==> src/rtl/uart_tx.sv <==
// Transmit-side UART engine: start bit, WIDTH data bits LSB first, optional
// even/odd parity bit, one stop bit; every bit held for CLKS_PER_BIT clocks.
module uart_tx #(
    parameter int WIDTH        = 8,
    parameter int CLKS_PER_BIT = 16
) (
    input  logic             clk,
    input  logic             rst_n,
    input  logic [WIDTH-1:0] p_data,
    input  logic             data_valid,
    input  logic             par_en,
    input  logic             par_typ,
    output logic             tx_out,
    output logic             busy
);

    localparam int BAUD_W = (CLKS_PER_BIT > 1) ? $clog2(CLKS_PER_BIT) : 1;
    localparam int BIT_W  = (WIDTH > 1) ? $clog2(WIDTH) : 1;

    localparam logic [BAUD_W-1:0] BAUD_LAST = BAUD_W'(CLKS_PER_BIT - 1);
    localparam logic [BIT_W-1:0]  BIT_LAST  = BIT_W'(WIDTH - 1);
    localparam logic [BAUD_W-1:0] BAUD_ZERO = {BAUD_W{1'b0}};
    localparam logic [BIT_W-1:0]  BIT_ZERO  = {BIT_W{1'b0}};
    localparam logic [WIDTH-1:0]  DATA_ZERO = {WIDTH{1'b0}};

    typedef enum logic [2:0] {
        S_IDLE   = 3'd0,
        S_START  = 3'd1,
        S_DATA   = 3'd2,
        S_PARITY = 3'd3,
        S_STOP   = 3'd4
    } state_t;

    // Even parity is the XOR of the word; odd parity inverts it.
    function automatic logic parity_bit(input logic [WIDTH-1:0] data, input logic odd);
        return (^data) ^ odd;
    endfunction

    state_t             r_state;
    state_t             w_state_nxt;
    logic [BAUD_W-1:0]  r_baud;
    logic [BAUD_W-1:0]  w_baud_nxt;
    logic [BIT_W-1:0]   r_bit;
    logic [BIT_W-1:0]   w_bit_nxt;
    logic [WIDTH-1:0]   r_data;
    logic [WIDTH-1:0]   w_data_nxt;
    logic               r_par_en;
    logic               w_par_en_nxt;
    logic               r_par_typ;
    logic               w_par_typ_nxt;
    logic               r_tx;
    logic               w_tx_nxt;
    logic               r_busy;
    logic               w_busy_nxt;
    logic               w_baud_last;

    assign w_baud_last = (r_baud == BAUD_LAST);

    // Next-state, baud/bit counters and request latching.
    always_comb begin
        w_state_nxt   = r_state;
        w_baud_nxt    = r_baud;
        w_bit_nxt     = r_bit;
        w_data_nxt    = r_data;
        w_par_en_nxt  = r_par_en;
        w_par_typ_nxt = r_par_typ;
        case (r_state)
            S_IDLE: begin
                w_baud_nxt = BAUD_ZERO;
                w_bit_nxt  = BIT_ZERO;
                if (data_valid) begin
                    w_state_nxt   = S_START;
                    w_data_nxt    = p_data;
                    w_par_en_nxt  = par_en;
                    w_par_typ_nxt = par_typ;
                end else begin
                    w_state_nxt = S_IDLE;
                end
            end
            S_START: begin
                if (w_baud_last) begin
                    w_baud_nxt  = BAUD_ZERO;
                    w_bit_nxt   = BIT_ZERO;
                    w_state_nxt = S_DATA;
                end else begin
                    w_baud_nxt = r_baud + BAUD_W'(1);
                end
            end
            S_DATA: begin
                if (w_baud_last) begin
                    w_baud_nxt = BAUD_ZERO;
                    if (r_bit == BIT_LAST) begin
                        w_bit_nxt   = BIT_ZERO;
                        w_state_nxt = r_par_en ? S_PARITY : S_STOP;
                    end else begin
                        w_bit_nxt = r_bit + BIT_W'(1);
                    end
                end else begin
                    w_baud_nxt = r_baud + BAUD_W'(1);
                end
            end
            S_PARITY: begin
                if (w_baud_last) begin
                    w_baud_nxt  = BAUD_ZERO;
                    w_state_nxt = S_STOP;
                end else begin
                    w_baud_nxt = r_baud + BAUD_W'(1);
                end
            end
            S_STOP: begin
                if (w_baud_last) begin
                    w_baud_nxt  = BAUD_ZERO;
                    w_state_nxt = S_IDLE;
                end else begin
                    w_baud_nxt = r_baud + BAUD_W'(1);
                end
            end
            default: begin
                w_state_nxt = S_IDLE;
                w_baud_nxt  = BAUD_ZERO;
                w_bit_nxt   = BIT_ZERO;
            end
        endcase
    end

    // Outputs are decoded from the next state so the registered line changes
    // on the same edge that enters each bit, keeping inputs off the output path.
    always_comb begin
        w_tx_nxt   = 1'b1;
        w_busy_nxt = 1'b1;
        case (w_state_nxt)
            S_IDLE: begin
                w_tx_nxt   = 1'b1;
                w_busy_nxt = 1'b0;
            end
            S_START: begin
                w_tx_nxt = 1'b0;
            end
            S_DATA: begin
                w_tx_nxt = w_data_nxt[w_bit_nxt];
            end
            S_PARITY: begin
                w_tx_nxt = parity_bit(w_data_nxt, w_par_typ_nxt);
            end
            S_STOP: begin
                w_tx_nxt = 1'b1;
            end
            default: begin
                w_tx_nxt   = 1'b1;
                w_busy_nxt = 1'b0;
            end
        endcase
    end

    // State, counter, latched-request and output registers.
    always_ff @(posedge clk or negedge rst_n) begin
        if (!rst_n) begin
            r_state   <= S_IDLE;
            r_baud    <= BAUD_ZERO;
            r_bit     <= BIT_ZERO;
            r_data    <= DATA_ZERO;
            r_par_en  <= 1'b0;
            r_par_typ <= 1'b0;
            r_tx      <= 1'b1;
            r_busy    <= 1'b0;
        end else begin
            r_state   <= w_state_nxt;
            r_baud    <= w_baud_nxt;
            r_bit     <= w_bit_nxt;
            r_data    <= w_data_nxt;
            r_par_en  <= w_par_en_nxt;
            r_par_typ <= w_par_typ_nxt;
            r_tx      <= w_tx_nxt;
            r_busy    <= w_busy_nxt;
        end
    end

    assign tx_out = r_tx;
    assign busy   = r_busy;

endmodule

==> config.mk <==
export PLATFORM = sky130hd
export DESIGN_NAME = uart_tx
export DESIGN_NICKNAME = d
export VERILOG_FILES = /design/src/rtl/uart_tx.sv
export SDC_FILE = /design/constraint.sdc
export NUM_CORES = 1
export LEC_CHECK = 0
export CAP_MARGIN = 15
export CORE_ASPECT_RATIO = 0.6
export CORE_MARGIN = 3
export CORE_UTILIZATION = 35
export CTS_CLUSTER_SIZE = 24
export DETAILED_ROUTE_END_ITERATION = 6
export DONT_BUFFER_PORTS = 1
export GPL_TIMING_DRIVEN = 0
export REMOVE_ABC_BUFFERS = 1
export SLEW_MARGIN = 20
export SYNTH_ARGS = -nofsm -noshare
export SYNTH_HDL_FRONTEND = slang
export SYNTH_SLANG_ARGS = --single-unit
==> constraint.sdc <==
create_clock -name clk -period 4.55 [get_ports clk]
set_clock_uncertainty 0.2 [all_clocks]
set_input_delay 0.6825 -clock clk [delete_from_list [all_inputs] [get_ports clk]]
set_output_delay 0.6825 -clock clk [all_outputs]
set_load 0.1 [all_outputs]
==> results.txt <==
The later pin in the worst-skew pair is clocked with a latency of 0.26 ns. For the H-tree depth, the log shows 1. The combined global-route utilization of all metal layers was 0.119; the number of sinks on the clock net was 22. The floorplan step set the die width to 86.0 um. In this run the power density over the cells is 272 nW/um2. The worst register-to-register path has a setup slack of 1.81 ns.

The repair_antennas step left the layout with diodes totalling 0. The clock-pin slew reported for the worst setup and hold paths after clock tree synthesis was 0.08 ns. At the worst endpoint, the arrival time is 2.72 ns. The count of buffers added on input and output ports is 0. The final cycle utilization of the critical path is 0.602. The tools report the placed instance count as 160. The tools report the number of buffers added by the clock tree synthesis step as 3. The path class of the tightest hold or removal check is input pin to async pin.

After detailed routing, the number of remaining DRC violations is 0. The via-per-instance ratio is 5.30. The type of the worst setup path was flip-flop to flip-flop. The synthesized netlist occupies a cell area of 1350 um2.

The proportion of netlist area held by the largest area contributor came out at 0.391. The startpoint identified for the worst register-to-register timing path is r_state[2]$_DFF_PN0_. The number of nets in the layout was 138; the maximum number of pins on one net before global-route repair was 22.

The number of hold-slack violations in the final timing report came out at 0. The critical path goes through inv_1 > and3_1 > mux2_1 > mux2_4 > a311oi_1 > a32oi_1. The worst-case reg-to-reg path depth was 6; the share of synthesized flip-flops with an asynchronous set or reset was 1.00. The detailed router placed 875 vias in this run. Final routed wire length divided by cell count: 15.6 um.

The tools report the final count of pins violating max slew as 0. For the post-placement setup slack, the log shows 1.83 ns. Setup repair after global routing left no endpoint under its margin. The logs give 1360 um2 for the instance area after placement and 2 for the number of buffers on the longest clock path. The count of different cell masters after synthesis is 41, and the post-route cell area is 1440 um2. During I/O placement, the number of pins put on the boundary was 15.

The post-layout worst setup margin was 1.81 ns; the final setup violation count was 0. The data required time at the worst endpoint was 4.53 ns. The analysis attributes to cell leakage a power of 0.641 nW. The residual antenna-violating net count after detailed routing was 0. A synthesized cell averages 11.3 um2.

STA classifies the critical path startpoint as a flip-flop. For the maximum frequency from static timing analysis, the log shows 0.365 GHz. The run gives 119 as the synthesized instance count.

The number of filler instances in the final layout is 322, and the aggregate routed wire length is 2570 um. For this run, the number of Yosys warnings is 0. The commonest cells after synthesis are 21 x sky130_fd_sc_hd__dfrtp_1, 16 x sky130_fd_sc_hd__xnor2_1, 11 x sky130_fd_sc_hd__mux2_2, 7 x sky130_fd_sc_hd__inv_1. The headroom to the max-slew limit is 0.381. The cell sitting at the root of the clock tree is a sky130_fd_sc_hd__clkbuf_8. The DRC marker count from the first detailed-route iteration is 41, and the flip-flop and latch count after synthesis is 22. Floorplan die area: 4650 um2. The fraction of layout cells with a size suffix above 1 is 0.242.

The run gives 16 as the standard-cell row count. The first-pass GRT wire length was 4280 um. For the finished layout, the period the worst path requires is 2.74 ns.

The run finished with clean final reports. After global routing the overflow that remains totals 0. Excluding fillers, the count of instances in the completed layout stands at 165. Post-CTS timing repair inserted 0 buffers for setup. TritonCTS built the clock tree.

Summed over all instances, the cell type with the most area after synthesis is sky130_fd_sc_hd__dfrtp_1. The area added between synthesis and finish works out to 7.16%. On the critical path, the stage with the largest delay is an instance of sky130_fd_sc_hd__and3_1.

After clock tree synthesis, the repair step resized 0 gates. The most used flip-flop cell after synthesis is sky130_fd_sc_hd__dfrtp_1. The peak per-stage delay on the critical path came out at 0.60 ns.

The first TritonRoute pass finished after 4 iterations. The worst-case IR drop observed on VDD is 0.000123 V. The worst register-to-register path ends at tx_out$_DFF_PN1_. Hold is met by 0.0532 ns. Category of the worst setup path capture point: a flip-flop. The maximum fanout along the worst path was 11; the slew at the pin closest to its max-slew limit was 0.926 ns. The number of global-route vias before repair is 881. The effective utilization at floorplan was 0.388; the die height was 54.0 um.

The post-detailed-placement half-perimeter wirelength was 1970 um; the number of antenna violations at the first check in global routing was 0. Ranked by total cell area, the synthesized netlist is headed by sky130_fd_sc_hd__dfrtp_1 39%, sky130_fd_sc_hd__xnor2_1 10%, sky130_fd_sc_hd__mux2_2 9.2%, sky130_fd_sc_hd__ha_1 3.7%, sky130_fd_sc_hd__buf_6 2.5%. Number of flops mapped to enable cells by yosys: 0. Most frequent cell after synthesis: sky130_fd_sc_hd__dfrtp_1.

The logs give 0.410 for the portion of the post-synthesis area used by sequential elements and 0 for the total of max-cap violations. For the floorplan core area, the log shows 3460 um2. The logs give 0 ns for the summed negative setup slack over all endpoints and 0.717 for the routability congestion estimate. The number of hold buffers added after CTS was 1.
## sequential cells by signal, indices dropped and copies added (netlist names)
| register | count |
|---|---|
| busy | 1 |
| r_state | 3 |
| r_par_en | 1 |
| r_baud | 4 |
| r_bit | 3 |
| tx_out | 1 |
| r_data | 8 |
| r_par_typ | 1 |
## how the worst max path moves through the flow
stage                             endpoint  slack [ns]            startpoint
after floorplan           tx_out$_DFF_PN1_        2.09   r_baud[0]$_DFF_PN0_
after global placement    tx_out$_DFF_PN1_        1.89  r_state[2]$_DFF_PN0_
after detailed placement  tx_out$_DFF_PN1_        1.83  r_state[2]$_DFF_PN0_
after CTS                 tx_out$_DFF_PN1_        1.80  r_state[2]$_DFF_PN0_
after global routing      tx_out$_DFF_PN1_        1.69  r_state[2]$_DFF_PN0_
final                     tx_out$_DFF_PN1_        1.81  r_state[2]$_DFF_PN0_
## cell type report
cell class / count / area, um2 / area share
repair buffers: 1 / 10.0 / 0.00694
well taps: 45 / 56.3 / 0.0391
inverters: 7 / 26.3 / 0.0182
clock buffers: 3 / 41.3 / 0.0286
multi-input cells: 86 / 726 / 0.503
clock inverters: 1 / 30.0 / 0.0208
flip-flops and latches: 22 / 552 / 0.383
## logic make-up after synthesis
| group | count (synthesis) | share of synthesized area |
|---|---|---|
| flops | 22 | 0.410 |
| simple gates | 28 | 0.127 |
| fa+ha+maj | 5 | 0.0456 |
| mux | 15 | 0.127 |
| compound gates | 22 | 0.137 |
| buf+inv | 11 | 0.0502 |
| xor+xnor | 16 | 0.104 |
## power by group
part / total, mW / switching, mW / internal (mW)
clock: 0.181 / 0.0630 / 0.118
sequential: 0.195 / 0 / 0.195
combinational: 0.0155 / 0.00785 / 0.00768
total: 0.391 / 0.0709 / 0.321
## through the flow
step	total power, mW	util
final	0.391	0.416
after global routing	0.407	0.416
after CTS	0.396	0.416
after detailed placement	0.211	0.393
after global placement	0.211	0.393
after floorplan	0.210	-
## routing by layer
metal  vias to the layer above  GRT usage  wire [um]
met1                       427      0.168       1340
li1                        431          -          -
met5                         -          0          0
met3                         2     0.0275        121
met4                         0     0.0237          8
met2                        15      0.187       1100
## critical path: cells and delay by family, from the launching register on
family | cells | cell delay (ns)
muxes | 2 | 0.69
AOI/OAI and AO/OA | 2 | 0.40
buffers and inverters | 1 | 0.28
and+or+nand+nor | 1 | 0.60
DFF | 1 | 0.49
## placed cells by master (no fill, tap or decap), drive strengths merged, types with 3 or more instances in the layout
master / n
dfrtp: 21
clkbuf: 3
nand2: 4
ha: 4
mux2: 13
nor2: 4
inv: 7
a311oi: 3
o21ai: 3
nor2b: 3
a21o: 3
nor3: 4
and3: 4
xnor2: 16
Note: power is estimated with default switching activity, not from simulation.
